==> config.mk <==
export PLATFORM = sky130hd
export DESIGN_NAME = vga_timing_gen
export DESIGN_NICKNAME = d
export VERILOG_FILES = /design/src/rtl/vga_timing_pkg.sv /design/src/rtl/vga_axis_counter.sv /design/src/rtl/vga_timing_gen.sv
export SDC_FILE = /design/constraint.sdc
export NUM_CORES = 1
export LEC_CHECK = 0
export CORE_AREA = 4 4 71 73
export DETAILED_ROUTE_END_ITERATION = 8
export DIE_AREA = 0 0 75 77
export PLACE_DENSITY = 0.74
export SYNTH_ARGS = -nofsm -noshare
export SYNTH_HDL_FRONTEND = slang
export SYNTH_SLANG_ARGS = --single-unit
==> constraint.sdc <==
create_clock -name clk_pix -period 2.4 [get_ports clk_pix]
set_clock_uncertainty 0.2 [all_clocks]
set_input_delay 0.36 -clock clk_pix [delete_from_list [all_inputs] [get_ports clk_pix]]
set_output_delay 0.36 -clock clk_pix [all_outputs]
set_load 0.01 [all_outputs]
==> src/rtl/vga_timing_pkg.sv <==
// Shared VGA timing types and the 640x480@60 default constants.
package vga_timing_pkg;

    typedef struct packed {
        logic [15:0] active;
        logic [15:0] fp;
        logic [15:0] sync;
        logic [15:0] bp;
    } vga_axis_t;

    typedef struct packed {
        vga_axis_t h;
        vga_axis_t v;
        logic      h_pol;
        logic      v_pol;
    } vga_timing_t;

    localparam int unsigned DEF_H_ACTIVE = 640;
    localparam int unsigned DEF_H_FP     = 16;
    localparam int unsigned DEF_H_SYNC   = 96;
    localparam int unsigned DEF_H_BP     = 48;
    localparam int unsigned DEF_V_ACTIVE = 480;
    localparam int unsigned DEF_V_FP     = 10;
    localparam int unsigned DEF_V_SYNC   = 2;
    localparam int unsigned DEF_V_BP     = 33;
    localparam logic        DEF_H_POL    = 1'b0;
    localparam logic        DEF_V_POL    = 1'b0;

    localparam vga_timing_t VGA_480P = '{
        h: '{active: 16'd640, fp: 16'd16, sync: 16'd96, bp: 16'd48},
        v: '{active: 16'd480, fp: 16'd10, sync: 16'd2, bp: 16'd33},
        h_pol: 1'b0,
        v_pol: 1'b0
    };

    function automatic int unsigned axis_total(input int unsigned active, input int unsigned fp,
                                               input int unsigned sync, input int unsigned bp);
        return active + fp + sync + bp;
    endfunction

endpackage

==> src/rtl/vga_axis_counter.sv <==
// Wrapping position counter for one VGA axis, with terminal-count and sync-range decode.
module vga_axis_counter #(
    parameter int unsigned W        = 10,
    parameter int unsigned TOTAL    = 800,
    parameter int unsigned RANGE_LO = 656,
    parameter int unsigned RANGE_HI = 751
) (
    input  logic         clk_i,
    input  logic         rst_i,
    input  logic         en_i,
    output logic [W-1:0] cnt_o,
    output logic         tc_o,
    output logic         in_range_o
);

    localparam logic [W-1:0] LAST = W'(TOTAL - 1);
    localparam logic [W-1:0] LO   = W'(RANGE_LO);
    localparam logic [W-1:0] HI   = W'(RANGE_HI);

    logic [W-1:0] cnt_q, cnt_d;

    assign tc_o = (cnt_q == LAST);

    always_comb begin
        cnt_d = cnt_q;
        if (en_i) begin
            cnt_d = tc_o ? '0 : cnt_q + W'(1);
        end
    end

    always_ff @(posedge clk_i) begin
        if (rst_i) begin
            cnt_q <= '0;
        end else begin
            cnt_q <= cnt_d;
        end
    end

    assign cnt_o      = cnt_q;
    assign in_range_o = (cnt_q >= LO) && (cnt_q <= HI);

endmodule

==> src/rtl/vga_timing_gen.sv <==
// VGA raster timing generator. Define VGA_TIMING_REG_OUT_EN to register the position and
// decoded outputs one pixel step behind the counters; otherwise they decode combinationally.
module vga_timing_gen
    import vga_timing_pkg::*;
#(
    parameter int unsigned CORDW    = 10,
    parameter int unsigned H_ACTIVE = DEF_H_ACTIVE,
    parameter int unsigned H_FP     = DEF_H_FP,
    parameter int unsigned H_SYNC   = DEF_H_SYNC,
    parameter int unsigned H_BP     = DEF_H_BP,
    parameter int unsigned V_ACTIVE = DEF_V_ACTIVE,
    parameter int unsigned V_FP     = DEF_V_FP,
    parameter int unsigned V_SYNC   = DEF_V_SYNC,
    parameter int unsigned V_BP     = DEF_V_BP,
    parameter logic        H_POL    = DEF_H_POL,
    parameter logic        V_POL    = DEF_V_POL,
    parameter int unsigned FRAME_W  = 16
) (
    input  logic               clk_pix,
    input  logic               rst_pix,
    input  logic               pix_en,
    output logic [CORDW-1:0]   sx,
    output logic [CORDW-1:0]   sy,
    output logic               hsync,
    output logic               vsync,
    output logic               de,
    output logic               line,
    output logic               frame,
    output logic [FRAME_W-1:0] frame_cnt
);

    localparam int unsigned H_TOTAL = axis_total(H_ACTIVE, H_FP, H_SYNC, H_BP);
    localparam int unsigned V_TOTAL = axis_total(V_ACTIVE, V_FP, V_SYNC, V_BP);
    localparam logic [CORDW-1:0] H_ACT_C = CORDW'(H_ACTIVE);
    localparam logic [CORDW-1:0] V_ACT_C = CORDW'(V_ACTIVE);

    if (CORDW == 0 || FRAME_W == 0 || H_ACTIVE == 0 || H_FP == 0 || H_SYNC == 0 ||
        H_BP == 0 || V_ACTIVE == 0 || V_FP == 0 || V_SYNC == 0 || V_BP == 0) begin : g_zero_param
        $error("vga_timing_gen: timing and width parameters must be non-zero");
    end
    if ((H_TOTAL - 1) > ((2 ** CORDW) - 1) || (V_TOTAL - 1) > ((2 ** CORDW) - 1)) begin : g_cordw
        $error("vga_timing_gen: CORDW too narrow for H_TOTAL/V_TOTAL");
    end

    logic [CORDW-1:0] h_cnt, v_cnt;
    logic             h_tc, v_tc, h_rng, v_rng;

    vga_axis_counter #(
        .W        (CORDW),
        .TOTAL    (H_TOTAL),
        .RANGE_LO (H_ACTIVE + H_FP),
        .RANGE_HI (H_ACTIVE + H_FP + H_SYNC - 1)
    ) u_h_cnt (
        .clk_i      (clk_pix),
        .rst_i      (rst_pix),
        .en_i       (pix_en),
        .cnt_o      (h_cnt),
        .tc_o       (h_tc),
        .in_range_o (h_rng)
    );

    vga_axis_counter #(
        .W        (CORDW),
        .TOTAL    (V_TOTAL),
        .RANGE_LO (V_ACTIVE + V_FP),
        .RANGE_HI (V_ACTIVE + V_FP + V_SYNC - 1)
    ) u_v_cnt (
        .clk_i      (clk_pix),
        .rst_i      (rst_pix),
        .en_i       (pix_en & h_tc),
        .cnt_o      (v_cnt),
        .tc_o       (v_tc),
        .in_range_o (v_rng)
    );

    logic [FRAME_W-1:0] frame_cnt_q;

    always_ff @(posedge clk_pix) begin
        if (rst_pix) begin
            frame_cnt_q <= '0;
        end else if (pix_en && h_tc && v_tc) begin
            frame_cnt_q <= frame_cnt_q + FRAME_W'(1);
        end
    end

    assign frame_cnt = frame_cnt_q;

    logic hsync_d, vsync_d, de_d, line_d, frame_d;

    assign hsync_d = h_rng ? H_POL : ~H_POL;
    assign vsync_d = v_rng ? V_POL : ~V_POL;
    assign de_d    = (h_cnt < H_ACT_C) && (v_cnt < V_ACT_C);
    assign line_d  = pix_en && (h_cnt == '0);
    assign frame_d = line_d && (v_cnt == '0);

`ifdef VGA_TIMING_REG_OUT_EN
    logic [CORDW-1:0] sx_q, sy_q;
    logic             hsync_q, vsync_q, de_q, line_q, frame_q;

    // Loaded only on pixel steps so every output stays aligned to the same counter sample.
    always_ff @(posedge clk_pix) begin
        if (rst_pix) begin
            sx_q    <= '0;
            sy_q    <= '0;
            hsync_q <= ~H_POL;
            vsync_q <= ~V_POL;
            de_q    <= 1'b0;
            line_q  <= 1'b0;
            frame_q <= 1'b0;
        end else if (pix_en) begin
            sx_q    <= h_cnt;
            sy_q    <= v_cnt;
            hsync_q <= hsync_d;
            vsync_q <= vsync_d;
            de_q    <= de_d;
            line_q  <= line_d;
            frame_q <= frame_d;
        end
    end

    assign sx    = sx_q;
    assign sy    = sy_q;
    assign hsync = hsync_q;
    assign vsync = vsync_q;
    assign de    = de_q;
    assign line  = line_q;
    assign frame = frame_q;
`else
    assign sx    = h_cnt;
    assign sy    = v_cnt;
    assign hsync = hsync_d;
    assign vsync = vsync_d;
    assign de    = de_d;
    assign line  = line_d;
    assign frame = frame_d;
`endif

endmodule

==> results of run 1 <==
==> critical path: cells and delay by family, from the launching register on <==
kind	cells	cell delay [ps]
AO/OA/AOI/OAI	1	140
flip-flops	1	340
buffers and inverters	1	140
AND/OR/NAND/NOR	3	1520
==> stage by stage <==
stage          hold WS, ps  setup WS [ps]  power, mW
2_1_floorplan          300          -13.2      0.648
3_3_place_gp           275          -95.0      0.683
3_5_place_dp           276           -126      0.684
4_1_cts                288           4.17       1.13
5_1_grt                305          -68.4       1.16
6_report               290          -8.83       1.12
==> flip-flops by register name (all words and copies together), names as in the netlist <==
name,cells
frame_cnt,16
u_h_cnt.cnt_o,10
u_v_cnt.cnt_o,10
==> cells in the mapped netlist (2+ instances only) <==
cell      instances
mux2_2            2
clkbuf_1         19
o31ai_1          13
or4_1            15
and4_1            6
nand2_1          13
nor2_1           17
nor3_1            6
nor2b_1           2
o21ai_0           8
and3_1            5
nor4b_1           4
a21oi_1          23
ha_1              5
dfxtp_1          36
xnor2_1           6
or3_1             6
inv_1             6
xor2_1            4
nand4_1           9
nand2b_1          2
nand3_1          17
o21a_1            2
nand4b_1          2
nor4_1            2
or4b_1            2
o41ai_1           2
==> path summary, 6_finish.rpt <==
kind	slack, ps	cells after the start	from	endpoint
worst max-delay path	-9	5	u_v_cnt.cnt_o[5]	frame_cnt[8]
worst min-delay path	290	2	frame_cnt[15]	frame_cnt[15]
worst max register to register	-9	5	u_v_cnt.cnt_o[5]	frame_cnt[8]
worst min register to register	290	2	frame_cnt[15]	frame_cnt[15]
==> report_power, final <==
group	leakage [nW]	internal [mW]	switching, mW
sequential	0.292	0.599	0.00327
clock	0.0510	0.229	0.216
combinational	0.608	0.0375	0.0334
total	0.951	0.866	0.252
==> final cells by class <==
type                            count  area [sq um]
Clock buffer                        6          82.6
Fill cell                         391          1620
Timing Repair Buffer               74           673
Tap cell                           52          65.1
Sequential cell                    36           726
Multi-Input combinational cell    177          1160
Inverter                            6          22.5
Clock inverter                      2          10.0
==> timing repair <==
action                     in CTS  in global routing
gates cloned                    0                  0
setup endpoints to repair      11                 11
pin swaps                       1                  3
resized for setup               7                  4
setup buffers                   1                  0
==> cell families (layout without fill, tap and decap cells) <==
group,Yosys count,in the layout
adders and majority gates,5,5
xor gates and xnor gates,10,10
and+or+nand+nor,109,109
muxes,3,3
buffers and inverters,26,88
DFF,36,36
AOI/OAI and AO/OA,50,50
==> metal layers <==
layer,part of all wire,GRT usage
met5,0,0
met4,0.018,0.0712
met2,0.46,0.301
met3,0.044,0.0327
met1,0.47,0.254
==> run_results.csv, run 1 <==
group,metric,value,unit
clock_tree,clock_sink_count,36,
worst_setup_path,critical-path-slowest-cell,"or4_4",
logic_synthesis,synth_top_cell_area_share,0.371,
worst_setup_path,timing.critical_path.to_type,"flop",
sta,slew-limit-headroom,0.678,
power,maximum_vdd_drop,0.208,mV
finish,layoutNonFillerInstCount,353,
sta,rsz0062_at_grt,"true",
die,initial_core_utilization,0.447,
finish,drive_above_1_share,0.169,
clock_tree,tritoncts,"done",
sta,hold_viol,0,
detailed_routing,initialDrtViolationCount,110,
logic_synthesis,most_common_flop_cell_mapped_by_yosys,"dfxtp_1",
clock_tree,cts_root_buf,"clkbuf_8",
finish,layout.nets,308,
worst_setup_path,critPathLaunchType,"flop",
worst_setup_path,critical_path_cell_by_cell,"or4_4 -> buf_6 -> or4_4 -> or4_1 -> a21oi_2",
worst_setup_path,arrival,2440,ps
logic_synthesis,synth-edff-count,0,
power,power.density,409,nW/um^2
logic_synthesis,synth.area.top_cells,"dfxtp_1 (37%), a21oi_1 (5.9%), or4_1 (5.8%)",
detailed_routing,routedWlPerCell,14.8,microns
logic_synthesis,synthesis.nets,247,
die,die_width,75,microns
power,leakagePower,0.951,nW
finish,areaGrowthSynthToFinish,40.7,%
die,top_level_pins,44,
global_route,number_of_global_route_vias_before_repair,1944,
clock_tree,cts_h_tree_lvls,2,
sta,clock.fmax,415,MHz
global_route,grt_first_pass_wirelength,8800,microns
die,rows,24,
place,dpl-instance-area,2600,sq um
place,io_buffer_count,43,
die,die_area,5780,sq um
detailed_routing,detail-route-antenna-nets,0,
clock_tree,clkTransAtPathRegs,70,ps
worst_setup_path,timing.critical_path.slowest_cell_delay,540,ps
finish,final_cell_mix,"clkdlybuf4s50_1 (40), dfxtp_1 (34), buf_4 (30), a21oi_1 (22)",
global_route,grt.total_usage,0.190,
detailed_routing,drt-vias-per-instance,5.85,
global_route,initial_antenna_violation_count,0,
sta,post_layout_worst_setup_margin,-8.83,ps
worst_setup_path,timing.critical_path.mode_cell,"or4_4",
logic_synthesis,mappedNetlistArea,1940,sq um
logic_synthesis,synth_xor_xnor_area_share,0.0450,
logic_synthesis,synth_cell_type_count,32,
finish,final_common_cell,"clkdlybuf4s50_1",
logic_synthesis,yosys.area_share.adder,0.0322,
sta,timing.setup.tns,-8.83,ps
clock_tree,clock_latency,290,ps
finish,final_design_area_no_fill,2740,sq um
logic_synthesis,synthesis.instances,239,
logic_synthesis,synth_compound_gate_area_share,0.156,
detailed_routing,detailroute.via_count,2066,
logic_synthesis,asr_flop_ratio_synth,0,
logic_synthesis,yosysSeqAreaShare,0.371,
place,place.detailed.instances,344,
detailed_routing,drt-total-wl,5230,microns
detailed_routing,drc,0,
logic_synthesis,synth_top_family_by_area,"simple AND/OR/NAND/NOR gates",
worst_setup_path,criticalPathCategory,"flop to flop",
sta,period_needed,2410,ps
sta,maxSlewViolCount,0,
flow_run,timing.max_cap.violations,0,
clock_tree,tritoncts.num_buffers,5,
clock_tree,cts_hold_buffers,0,
die,placeableCoreArea,4350,sq um
sta,setup_viol_count_final,1,
sta,actual_transition_at_the_worst_max_transition_pin,482,ps
worst_setup_path,crit_fanout,7,
die,die_h,77,microns
logic_synthesis,yosys_register_bits,36,
logic_synthesis,yosys.area.top_type,"dfxtp_1",
status,failed_checks,"setup timing",
place,hpwl,3690,microns
sta,period_share,1.00,
finish,final_core_utilization,0.628,
detailed_routing,detail_route.first_pass.iterations,4,
logic_synthesis,synth-warning-count,0,
logic_synthesis,synthMuxAreaShare,0.0167,
logic_synthesis,avgSynthCellArea,8.14,sq um
global_route,grt_max_degree,29,
hold_path,class_of_the_most_critical_hold_timing_path,"flop to flop",
status,status,"finished with violations",
worst_setup_path,critical_path_required_time,2430,ps
clock_tree,cts_max_path_buffers,2,
logic_synthesis,synth-simple-area-share,0.329,
global_route,globalRoute.totalOverflow,0,
place,place_congestion,0.817,
finish,n_antenna_cell,0,
Power figures use the tool's default switching activity.
==> run 2, diff against run 1 <==
- CAP_MARGIN: default -> 20
==> results of run 2 <==
Same layout as run 1: the final DEF is identical, and so are final timing and power.
==> run 3, diff against run 2 <==
- SLEW_MARGIN: default -> 30
- TNS_END_PERCENT: default -> 30
==> run_results.csv, run 3 (synthesized netlist as in run 1, its figures left out) <==
group,metric,value,unit
global_route,globalRoute.totalOverflow,0,
worst_setup_path,arrival,2420,ps
sta,slew-limit-headroom,0.675,
hold_path,hold_end,"frame_cnt[15]",
clock_tree,cts_h_tree_lvls,2,
clock_tree,clkTransAtPathRegs,70,ps
status,status,"finished with violations",
finish,layout.nets,307,
global_route,grt_first_pass_wirelength,8720,microns
finish,final_common_cell,"clkdlybuf4s50_1",
clock_tree,cts_root_buf,"clkbuf_8",
hold_path,holdCritStartpoint,"frame_cnt[15]",
global_route,initial_antenna_violation_count,0,
detailed_routing,detail_route.first_pass.iterations,4,
sta,hold_viol,0,
worst_setup_path,regToRegEndpoint,"frame_cnt[12]",
detailed_routing,drt-vias-per-instance,5.81,
detailed_routing,detailroute.via_count,2044,
global_route,grt.total_usage,0.187,
sta,rsz0062_at_grt,"true",
clock_tree,cts_max_path_buffers,2,
place,io_buffer_count,43,
die,die_width,75,microns
clock_tree,tritoncts.num_buffers,5,
sta,worst_hold_slack,301,ps
flow_run,timing.max_cap.violations,0,
hold_path,min_path_cells,2,
die,die_h,77,microns
die,initial_core_utilization,0.447,
worst_setup_path,critical_path_required_time,2410,ps
worst_setup_path,critPathLaunchType,"flop",
finish,final_cell_mix,"clkdlybuf4s50_1 (40), dfxtp_1 (34), buf_4 (29), a21oi_1 (22)",
place,place_congestion,0.793,
detailed_routing,drt-total-wl,5060,microns
clock_tree,cts_hold_buffers,0,
detailed_routing,detail-route-antenna-nets,0,
sta,maxSlewViolCount,0,
sta,period_share,1.00,
finish,areaGrowthSynthToFinish,39.8,%
finish,largest_register_ffs,16,
sta,setup_viol_count_final,1,
finish,final_design_area_no_fill,2720,sq um
hold_path,class_of_the_most_critical_hold_timing_path,"flop to flop",
sta,clock.fmax,415,MHz
power,leakagePower,0.938,nW
detailed_routing,drc,0,
detailed_routing,initialDrtViolationCount,151,
detailed_routing,routedWlPerCell,14.4,microns
clock_tree,tritoncts,"done",
worst_setup_path,crit_fanout,8,
finish,n_antenna_cell,0,
place,dpl-instance-area,2600,sq um
clock_tree,clock_sink_count,36,
finish,filler_cell_count_in_the_final_layout,382,
sta,post_layout_worst_setup_margin,-9.56,ps
power,power.density,413,nW/um^2
worst_setup_path,timing.critical_path.to_type,"flop",
global_route,number_of_global_route_vias_before_repair,1901,
global_route,grt_max_degree,24,
sta,period_needed,2410,ps
power,totalPowerFinal,1.12,mW
die,top_level_pins,44,
worst_setup_path,regToRegSetupSlack,-10,ps
place,hpwl,3660,microns
die,placeableCoreArea,4350,sq um
finish,drive_above_1_share,0.170,
status,failed_checks,"setup timing",
worst_setup_path,worstRegToRegCells,5,
clock_tree,clock_latency,290,ps
die,rows,24,
sta,actual_transition_at_the_worst_max_transition_pin,486,ps
die,die_area,5780,sq um
power,maximum_vdd_drop,0.242,mV
worst_setup_path,criticalPathCategory,"flop to flop",
worst_setup_path,crit-reg2reg-launch,"u_v_cnt.cnt_o[5]",
-- run 3: where the power goes --
part	total, mW	internal (mW)	switching (mW)	leakage (nW)
clock	0.453	0.229	0.224	0.0510
sequential	0.603	0.599	0.00318	0.292
combinational	0.0665	0.0345	0.0320	0.596
-- run 3: worst max-delay path by stage --
stage | start | endpoint | slack, ps | depth (start not counted)
5_1_grt | u_v_cnt.cnt_o[5] | frame_cnt[14] | -70 | 5
3_3_place_gp | pix_en | frame | -90 | 5
2_1_floorplan | u_v_cnt.cnt_o[5] | frame_cnt[11] | -20 | 5
6_report | u_v_cnt.cnt_o[5] | frame_cnt[12] | -10 | 5
4_1_cts | u_v_cnt.cnt_o[5] | frame_cnt[12] | -20 | 5
3_5_place_dp | pix_en | frame | -100 | 5
-- run 3: routing by layer --
layer,track usage,routed length (microns),part of all wire
met1,0.250,2340,0.46
met2,0.287,2380,0.47
met3,0.0458,274,0.054
met4,0.0658,62,0.012
met5,0,0,0
-- run 3: area by class of cell --
| class | count | area [sq um] | share of cell area |
|---|---|---|---|
| sequential | 36 | 726 | 0.267 |
| clock inverter | 2 | 10.0 | 0.00368 |
| inverter | 6 | 22.5 | 0.00828 |
| timing repair buffer | 73 | 659 | 0.243 |
| multi-input combinational | 177 | 1150 | 0.424 |
| clock buffer | 6 | 82.6 | 0.0304 |
| tap | 52 | 65.1 | 0.0239 |
-- run 3: metrics by stage --
stage               cells  setup WS [ps]  utilization  setup TNS [ps]
floorplan             239          -16.1            -           -60.9
global placement      344          -93.6        0.597            -182
detailed placement    344          -99.1        0.597            -557
CTS                   352          -17.3        0.624           -17.3
global route          352          -74.1        0.624            -200
finish                352          -9.56        0.624           -9.56
-- run 3: what timing repair did --
action,4_1_cts,5_1_grt
pin swaps,3,2
setup endpoints to repair,11,9
setup buffers,0,0
resized for setup,7,4
-- run 3: worst max-delay path, cell delays in order (launching register included) --
cell and delay [ps]:
dfxtp_4 340, or4_4 540, buf_6 140, or4_4 470, or4_1 490, a21oi_1 160
